File: src/rtl/writeback_unit.sv
// ============================================================================
//  Module   : writeback_unit
//  Brief    : Writeback stage driving the register-file write port; ALU results
//             are written directly, loads fetch data over a req/ack handshake.
//  Revision : 1.0
// ============================================================================
`default_nettype none

module writeback_unit #(
    parameter int DW         = 16,
    parameter int RAW        = 3,
    parameter int LD_TIMEOUT = 15
) (
    input  logic                clk,
    input  logic                rst,
    input  logic                ex_valid,
    output logic                ex_ready,
    input  logic                ex_is_ld,
    input  logic [RAW-1:0]      ex_dst,
    input  logic [DW-1:0]       ex_result,
    output logic                mem_req,
    output logic [DW-1:0]       mem_addr,
    input  logic                mem_ack,
    input  logic [DW-1:0]       mem_rdata,
    output logic                rf_we,
    output logic [RAW-1:0]      rf_waddr,
    output logic [DW-1:0]       rf_wdata,
    output logic [2**RAW-1:0]   busy_mask,
    output logic                ld_err
);

    localparam int NREG = 2**RAW;
    localparam int CW   = $clog2(LD_TIMEOUT + 1);
    localparam logic [CW-1:0]   c_cnt_last = CW'(LD_TIMEOUT - 1);
    localparam logic [NREG-1:0] c_one_hot0 = {{(NREG-1){1'b0}}, 1'b1};

    typedef enum logic [1:0] {
        S_IDLE   = 2'd0,
        S_ALU_WB = 2'd1,
        S_LD_REQ = 2'd2,
        S_LD_WB  = 2'd3
    } state_t;

    state_t            r_state;
    logic              r_ready;
    logic              r_req;
    logic [DW-1:0]     r_addr;
    logic              r_we;
    logic [RAW-1:0]    r_waddr;
    logic [DW-1:0]     r_wdata;
    logic [NREG-1:0]   r_busy;
    logic              r_err;
    logic [CW-1:0]     r_cnt;
    logic [RAW-1:0]    r_dst;

    // S_LD_WB also covers the abort-report cycle: rf_we stays low, ld_err pulses.
    always_ff @(posedge clk) begin
        if (rst) begin
            r_state <= S_IDLE;
            r_ready <= 1'b1;
            r_req   <= 1'b0;
            r_addr  <= '0;
            r_we    <= 1'b0;
            r_waddr <= '0;
            r_wdata <= '0;
            r_busy  <= '0;
            r_err   <= 1'b0;
            r_cnt   <= '0;
            r_dst   <= '0;
        end else begin
            r_we  <= 1'b0;
            r_err <= 1'b0;
            case (r_state)
                S_IDLE: begin
                    r_cnt <= '0;
                    if (ex_valid) begin
                        r_dst   <= ex_dst;
                        r_busy  <= c_one_hot0 << ex_dst;
                        r_ready <= 1'b0;
                        if (ex_is_ld) begin
                            r_state <= S_LD_REQ;
                            r_req   <= 1'b1;
                            r_addr  <= ex_result;
                        end else begin
                            r_state <= S_ALU_WB;
                            r_we    <= 1'b1;
                            r_waddr <= ex_dst;
                            r_wdata <= ex_result;
                        end
                    end
                end
                S_LD_REQ: begin
                    // Ack takes priority over a timeout landing on the same cycle.
                    if (mem_ack) begin
                        r_state <= S_LD_WB;
                        r_req   <= 1'b0;
                        r_we    <= 1'b1;
                        r_waddr <= r_dst;
                        r_wdata <= mem_rdata;
                    end else if (r_cnt == c_cnt_last) begin
                        r_state <= S_LD_WB;
                        r_req   <= 1'b0;
                        r_err   <= 1'b1;
                        r_cnt   <= r_cnt + CW'(1);
                    end else begin
                        r_cnt   <= r_cnt + CW'(1);
                    end
                end
                S_ALU_WB, S_LD_WB: begin
                    r_state <= S_IDLE;
                    r_busy  <= '0;
                    r_ready <= 1'b1;
                end
                default: begin
                    r_state <= S_IDLE;
                    r_busy  <= '0;
                    r_ready <= 1'b1;
                    r_req   <= 1'b0;
                end
            endcase
        end
    end

    assign ex_ready  = r_ready;
    assign mem_req   = r_req;
    assign mem_addr  = r_addr;
    assign rf_we     = r_we;
    assign rf_waddr  = r_waddr;
    assign rf_wdata  = r_wdata;
    assign busy_mask = r_busy;
    assign ld_err    = r_err;

endmodule

`default_nettype wire

File: config.mk
export PLATFORM = sky130hd
export DESIGN_NAME = writeback_unit
export DESIGN_NICKNAME = d
export VERILOG_FILES = /design/src/rtl/writeback_unit.sv
export SDC_FILE = /design/constraint.sdc
export NUM_CORES = 1
export LEC_CHECK = 0
export BUFFER_PORTS_ARGS = -buffer_cell sky130_fd_sc_hd__buf_4
export CAP_MARGIN = 0
export CELL_PAD_IN_SITES_DETAIL_PLACEMENT = 1
export CELL_PAD_IN_SITES_GLOBAL_PLACEMENT = 1
export CORE_MARGIN = 1
export CORE_UTILIZATION = 32
export CTS_CLUSTER_DIAMETER = 100
export CTS_CLUSTER_SIZE = 28
export DETAILED_ROUTE_END_ITERATION = 10
export GPL_ROUTABILITY_DRIVEN = 0
export GPL_TIMING_DRIVEN = 0
export PLACE_DENSITY = 0.84
export SLEW_MARGIN = 10
export SYNTH_ARGS = -nofsm -noshare
export SYNTH_HDL_FRONTEND = slang
export SYNTH_SLANG_ARGS = --single-unit
File: constraint.sdc
create_clock -name clk -period 1.5 [get_ports clk]
set_clock_uncertainty 0.1 [all_clocks]
set_input_delay 0.3 -clock clk [delete_from_list [all_inputs] [get_ports clk]]
set_output_delay 0.3 -clock clk [all_outputs]
set_load 0.02 [all_outputs]
==> Yosys cells after proc, flatten, opt, wreduce, memory -nomap -nowiden <==
Index checks and enable logic that the tools add are counted.
Widths: inputs -> output; s select.
{ "classes": {"n_reduce_logical": 12, "shifts": 1, "n_addsub": 1, "muxes": 29, "n_eq_ne": 10, "bitwise": 1} }
{ "ops": {"columns": ["op", "n"], "rows": [
  ["$mux 16", 3],
  ["$pmux 16 s2", 1],
  ["$pmux 8 s2", 1],
  ["$ne 2x2->1 const B", 5],
  ["$mux 1", 9],
  ["$mux 3", 3],
  ["$mux 2", 4],
  ["$mux 8", 1],
  ["$pmux 4 s2", 1],
  ["$reduce_and 2->1", 4],
  ["$reduce_and 4->1", 2],
  ["$shl 1x3->8 const A", 1],
  ["$pmux 1 s2", 3],
  ["$pmux 2 s3", 1],
  ["$pmux 3 s2", 1],
  ["$add 4x1->4 const B", 1],
  ["$eq 2x2->1 const B", 2],
  ["$eq 4x4->1 const B", 1],
  ["$mux 4", 1],
  ["$reduce_bool 2->1", 2],
  ["$ne 3x3->1 const B", 1],
  ["$reduce_and 3->1", 1],
  ["$reduce_or 3->1", 1],
  ["$eq 2x1->1 const B", 1],
  ["3 further kinds", 3]
]} }
{ "totals": {"regBits": 56, "elab_cells": 65} }

==> Longest topological paths before layout <==
{ "depth": {"word_depth": 4, "ltp_mapped": 6, "mapped_depth_nobuf": 5} }

==> Worst setup path after synthesis <==
OpenSTA, ideal clock, no wires.
{ "synth_timing": {"path_type": "input to register", "from": "input port mem_ack", "to": "register r_waddr[0] (netlist: rf_waddr[0])", "path_buffers": 3, "setup_slack_ns": 0.065, "setup_time_ns": 0.080, "arrival_ns": 1.254, "cell_stages": 6, "cell_sequence": "buf_2 -> and3b_1 -> or2_1 -> buf_6 -> buf_6 -> a211oi_2"} }
{ "synth_via": {"elab_chain_cells": 2} }
{ "synth_lines": {"columns": ["element", "line", "rtl"], "rows": [
  ["start: declaration", "23", "input logic mem_ack,"],
  ["$ne 2x2->1 (no source line)", null, null],
  ["$reduce_and 4->1 (no source line)", null, null],
  ["end signal: assignment", "87", "r_waddr <= ex_dst;"],
  ["end signal: assignment", "98", "r_waddr <= r_dst;"],
  ["end: declaration", "49", "logic [RAW-1:0] r_waddr;"]
]} }
Every way passes these cells.
A chain may end at the register's enable or synchronous reset.

==> Worst setup path after layout <==
{ "layout_timing": {"from": "register r_state[0]", "to": "register r_wdata[13] (netlist: rf_wdata[13])"} }
{ "layout_via": {"elab_chain_cells": 3, "elab_cells_between_ends": 8, "classes_between": "eq/ne: 4; mux: 1; reduce/logical: 3"} }
{ "layout_lines": {"columns": ["element", "line", "rtl"], "rows": [
  ["start: declaration", "44", "state_t r_state;"],
  ["start signal: assignment", "59", "r_state <= S_IDLE;"],
  ["start signal: assignment", "81", "r_state <= S_LD_REQ;"],
  ["start signal: assignment", "85", "r_state <= S_ALU_WB;"],
  ["$eq 2x2->1 / $logic_not 2->1 (equally long branches)", "73", "case (r_state)"],
  ["$ne 2x2->1 (no source line) / $reduce_bool 2->1 (equally long branches)", null, null],
  ["$reduce_and 4->1 (no source line)", null, null],
  ["end signal: assignment", "88", "r_wdata <= ex_result;"],
  ["end signal: assignment", "99", "r_wdata <= mem_rdata;"],
  ["end: declaration", "50", "logic [DW-1:0] r_wdata;"]
]} }
Several ways; a longest one is shown, not always the timed one.

==> qor.csv <==
stage;metric;value;unit
global_route;grt_busiest_layer;met2;
timing;finalCritPeriodShare;101;%
final_layout;final_layout_size_suffix_gt1_share;36.6;%
synthesis;synth.most_common_cell;sky130_fd_sc_hd__dfxtp_1;
setup_path;r2r_setup_slack;-0.01;ns
status;status;complete, but fails checks;
route;vias_per_cell;4.96;
route;average_routed_wire_per_standard_cell;15.9;um
timing;setup_repair_after_global_routing_missed_its_margin;yes;
synthesis;yosys.area.top_type;sky130_fd_sc_hd__dfxtp_1;
synthesis;yosysWarnings;0;
floorplan;chipWidth;88.6;um
global_route;grt_util_met2;33.3;%
timing;finalHoldViolCount;0;
floorplan;io_pins;87;
timing;setup_violations;1;
clock_network;root_buffer;sky130_fd_sc_hd__clkbuf_8;
global_route;initial_antenna_violation_count;0;
power_and_ir_drop;leakage;0.00133;uW
clock_network;clk_path_buf_depth;2;
global_route;all_layer_gr_usage;17.9;%
synthesis;synth_flop_cell;sky130_fd_sc_hd__dfxtp_1;
global_route;grtUsageMet3;3.26;%
synthesis;seq_area_frac_synth;46.7;%
timing;report.final.slew_viol_count;0;
floorplan;die_h;88.6;um
route;via_count;2250;
setup_path;worst_setup_path_startpoint;r_state[0]$_SDFFE_PP0P_;
route;drt_iter0_markers;51;
final_layout;antenna-diode-count;0;
setup_path;path_max_fanout;7;
route;drt_pass1_iterations;4;
synthesis;synth-edff-count;0;
run;max_cap_violations;0;
final_layout;syn2layout_area_growth;41.3;%
min_path;worst_hold_startpoint;ex_result[1];
global_route;grt.overflow.total;0;
place;dp_hpwl;5.21;mm
place;port_buffers;81;
setup_path;worst_r2r_startpoint;r_state[0]$_SDFFE_PP0P_;
setup_path;crit_arrival;1.63;ns
timing;hold_slack;0.144;ns
synthesis;post_synth_inst_count;267;
setup_path;timing.critical_path.required;1.62;ns
timing;worst_slack;-0.0139;ns
synthesis;synth.avg_cell_area;8.99;sq um
floorplan;core-area;7250;sq um
power_and_ir_drop;power_density;969;nW/um^2
floorplan;placementRows;31;
global_route;grt_start_max_net_pins;20;
route;drcViolationCount;0;
route;detail_route.wirelength;7.24;mm
global_route;grt_first_pass_wirelength;10.7;mm
final_layout;finalNetCount;396;
status;failing_checks;negative setup slack;
synthesis;leading_post_synthesis_cells_by_cell_area;sky130_fd_sc_hd__dfxtp_1, sky130_fd_sc_hd__mux2i_1, sky130_fd_sc_hd__nand2_1, sky130_fd_sc_hd__a21oi_1, sky130_fd_sc_hd__a211oi_2;
timing;max-slew-margin-rel;52.5;%
final_layout;layout.filler_cells;860;
floorplan;design.die.area;7850;sq um
synthesis;synth.cell_area;2400;sq um
clock_network;clock_sink_count;56;
timing;timing_worst_slew_pin_value;0.713;ns
clock_network;tritoncts_buffer_count;5;
synthesis;post_synth_most_frequent_cells;sky130_fd_sc_hd__dfxtp_1, sky130_fd_sc_hd__nand2_1, sky130_fd_sc_hd__a21oi_1;
setup_path;worst_setup_path_start_kind;register;
place;dp_worst_setup_slack;-0.145;ns
synthesis;synth_top_area_share;46.7;%
clock_network;holdBufCountCts;0;
timing;post-route-min-period;1.51;ns
power_and_ir_drop;total_power;3290;uW
setup_path;setup.worst_path.end_class;register;
timing;fmax;661;MHz
clock_network;tritoncts_clock_tree;built;
clock_network;clock_insertion_delay_worst_skew;0.30;ns
synthesis;ys_ff_latch;56;
clock_network;worst_setup_hold_path_clk_slew;0.10;ns
floorplan;initial_core_util;33.1;%
power_and_ir_drop;ir_drop;0.476;mV
global_route;globalRouteMet1Util;20.6;%
synthesis;synth-async-reset-ratio;0;%
final_layout;final_core_utilization;46.7;%
min_path;min_path_type;in2reg;
route;final_antenna_net_count;0;
synthesis;synthDistinctLibCells;36;
synthesis;syn-num-nets;309;
setup_path;worstSetupPathType;reg2reg;
global_route;via_count_of_the_first_global_routing_pass;2188;
clock_network;h-tree-depth;2;
[power breakdown]
group,internal (uW),switching (uW)
logic,366,429
clock network,378,473
registers,1580,61.6
[layer usage]
metal | routed length (um) | vias to the layer above
met5 | 0 | -
met4 | 106 | 0
met3 | 268 | 8
met2 | 3850 | 52
met1 | 3020 | 1076
li1 | - | 1114
[metrics by stage]
step	TNS, ns	std cells	instance area [sq um]
after floorplan	0	267	2400
after global placement	-1.73	447	3130
after detailed placement	-2.61	447	3130
after CTS	0	452	3250
after global routing	-0.152	454	3390
final	-0.0139	454	3390
[flip-flops by register name (all words and copies together), names as in the netlist]
register,cells
busy_mask,8
ex_ready,1
ld_err,1
mem_addr,16
mem_req,1
r_cnt,4
r_dst,3
r_state,2
rf_waddr,3
rf_wdata,16
rf_we,1
[critical path: stages, from the launching register on]
cell and delay [ns]:
sky130_fd_sc_hd__dfxtp_4 0.39, sky130_fd_sc_hd__and3b_1 0.20, sky130_fd_sc_hd__or2_1 0.22, sky130_fd_sc_hd__buf_6 0.14
sky130_fd_sc_hd__buf_12 0.14, sky130_fd_sc_hd__a211oi_4 0.23
[layout make-up]
class	instances	area, sq um	share of cell area [%]
Multi-Input combinational cell	182	1220	36.1
Clock buffer	8	90.1	2.66
Tap cell	99	124	3.65
Inverter	3	11.3	0.332
Buffer	23	159	4.69
Timing Repair Buffer	83	653	19.3
Sequential cell	56	1130	33.3
[timing repair]
action	in CTS	in global routing
hold endpoints to repair	0	0
gates cloned	0	1
pin swaps	0	5
buffers inserted	0	1
setup endpoints to repair	23	39
resized for setup	11	26
[path summary, 6_finish.rpt]
check	cells after the start	endpoint
max reg2reg	5	rf_wdata[13]$_SDFFE_PP0P_
min	3	mem_addr[1]$_SDFFE_PP0P_
min reg2reg	2	busy_mask[6]$_SDFFE_PP0P_
max	5	rf_wdata[13]$_SDFFE_PP0P_
[layout by cell type, fill, tap and decap left out, types with 4 or more instances in the layout]
master	instances
sky130_fd_sc_hd__a211oi_1	8
sky130_fd_sc_hd__a21oi_1	32
sky130_fd_sc_hd__clkbuf_8	6
sky130_fd_sc_hd__nor2_1	5
sky130_fd_sc_hd__clkbuf_1	12
sky130_fd_sc_hd__dfxtp_1	54
sky130_fd_sc_hd__nand3_1	5
sky130_fd_sc_hd__nor3_1	12
sky130_fd_sc_hd__nand2_1	46
sky130_fd_sc_hd__mux2i_1	18
sky130_fd_sc_hd__nor3_2	9
sky130_fd_sc_hd__nand4b_1	4
sky130_fd_sc_hd__buf_4	85
sky130_fd_sc_hd__a211oi_2	10
[kinds of logic after synthesis]
group                      Yosys count  share of synthesized area, %
buffers and inverters               29                          6.05
muxes                               19                          7.92
AOI/OAI and AO/OA                   60                          17.2
and+or+nand+nor                    101                          21.1
DFF                                 56                          46.7
adders and majority gates            2                          1.04
Power figures use the tool's default switching activity.
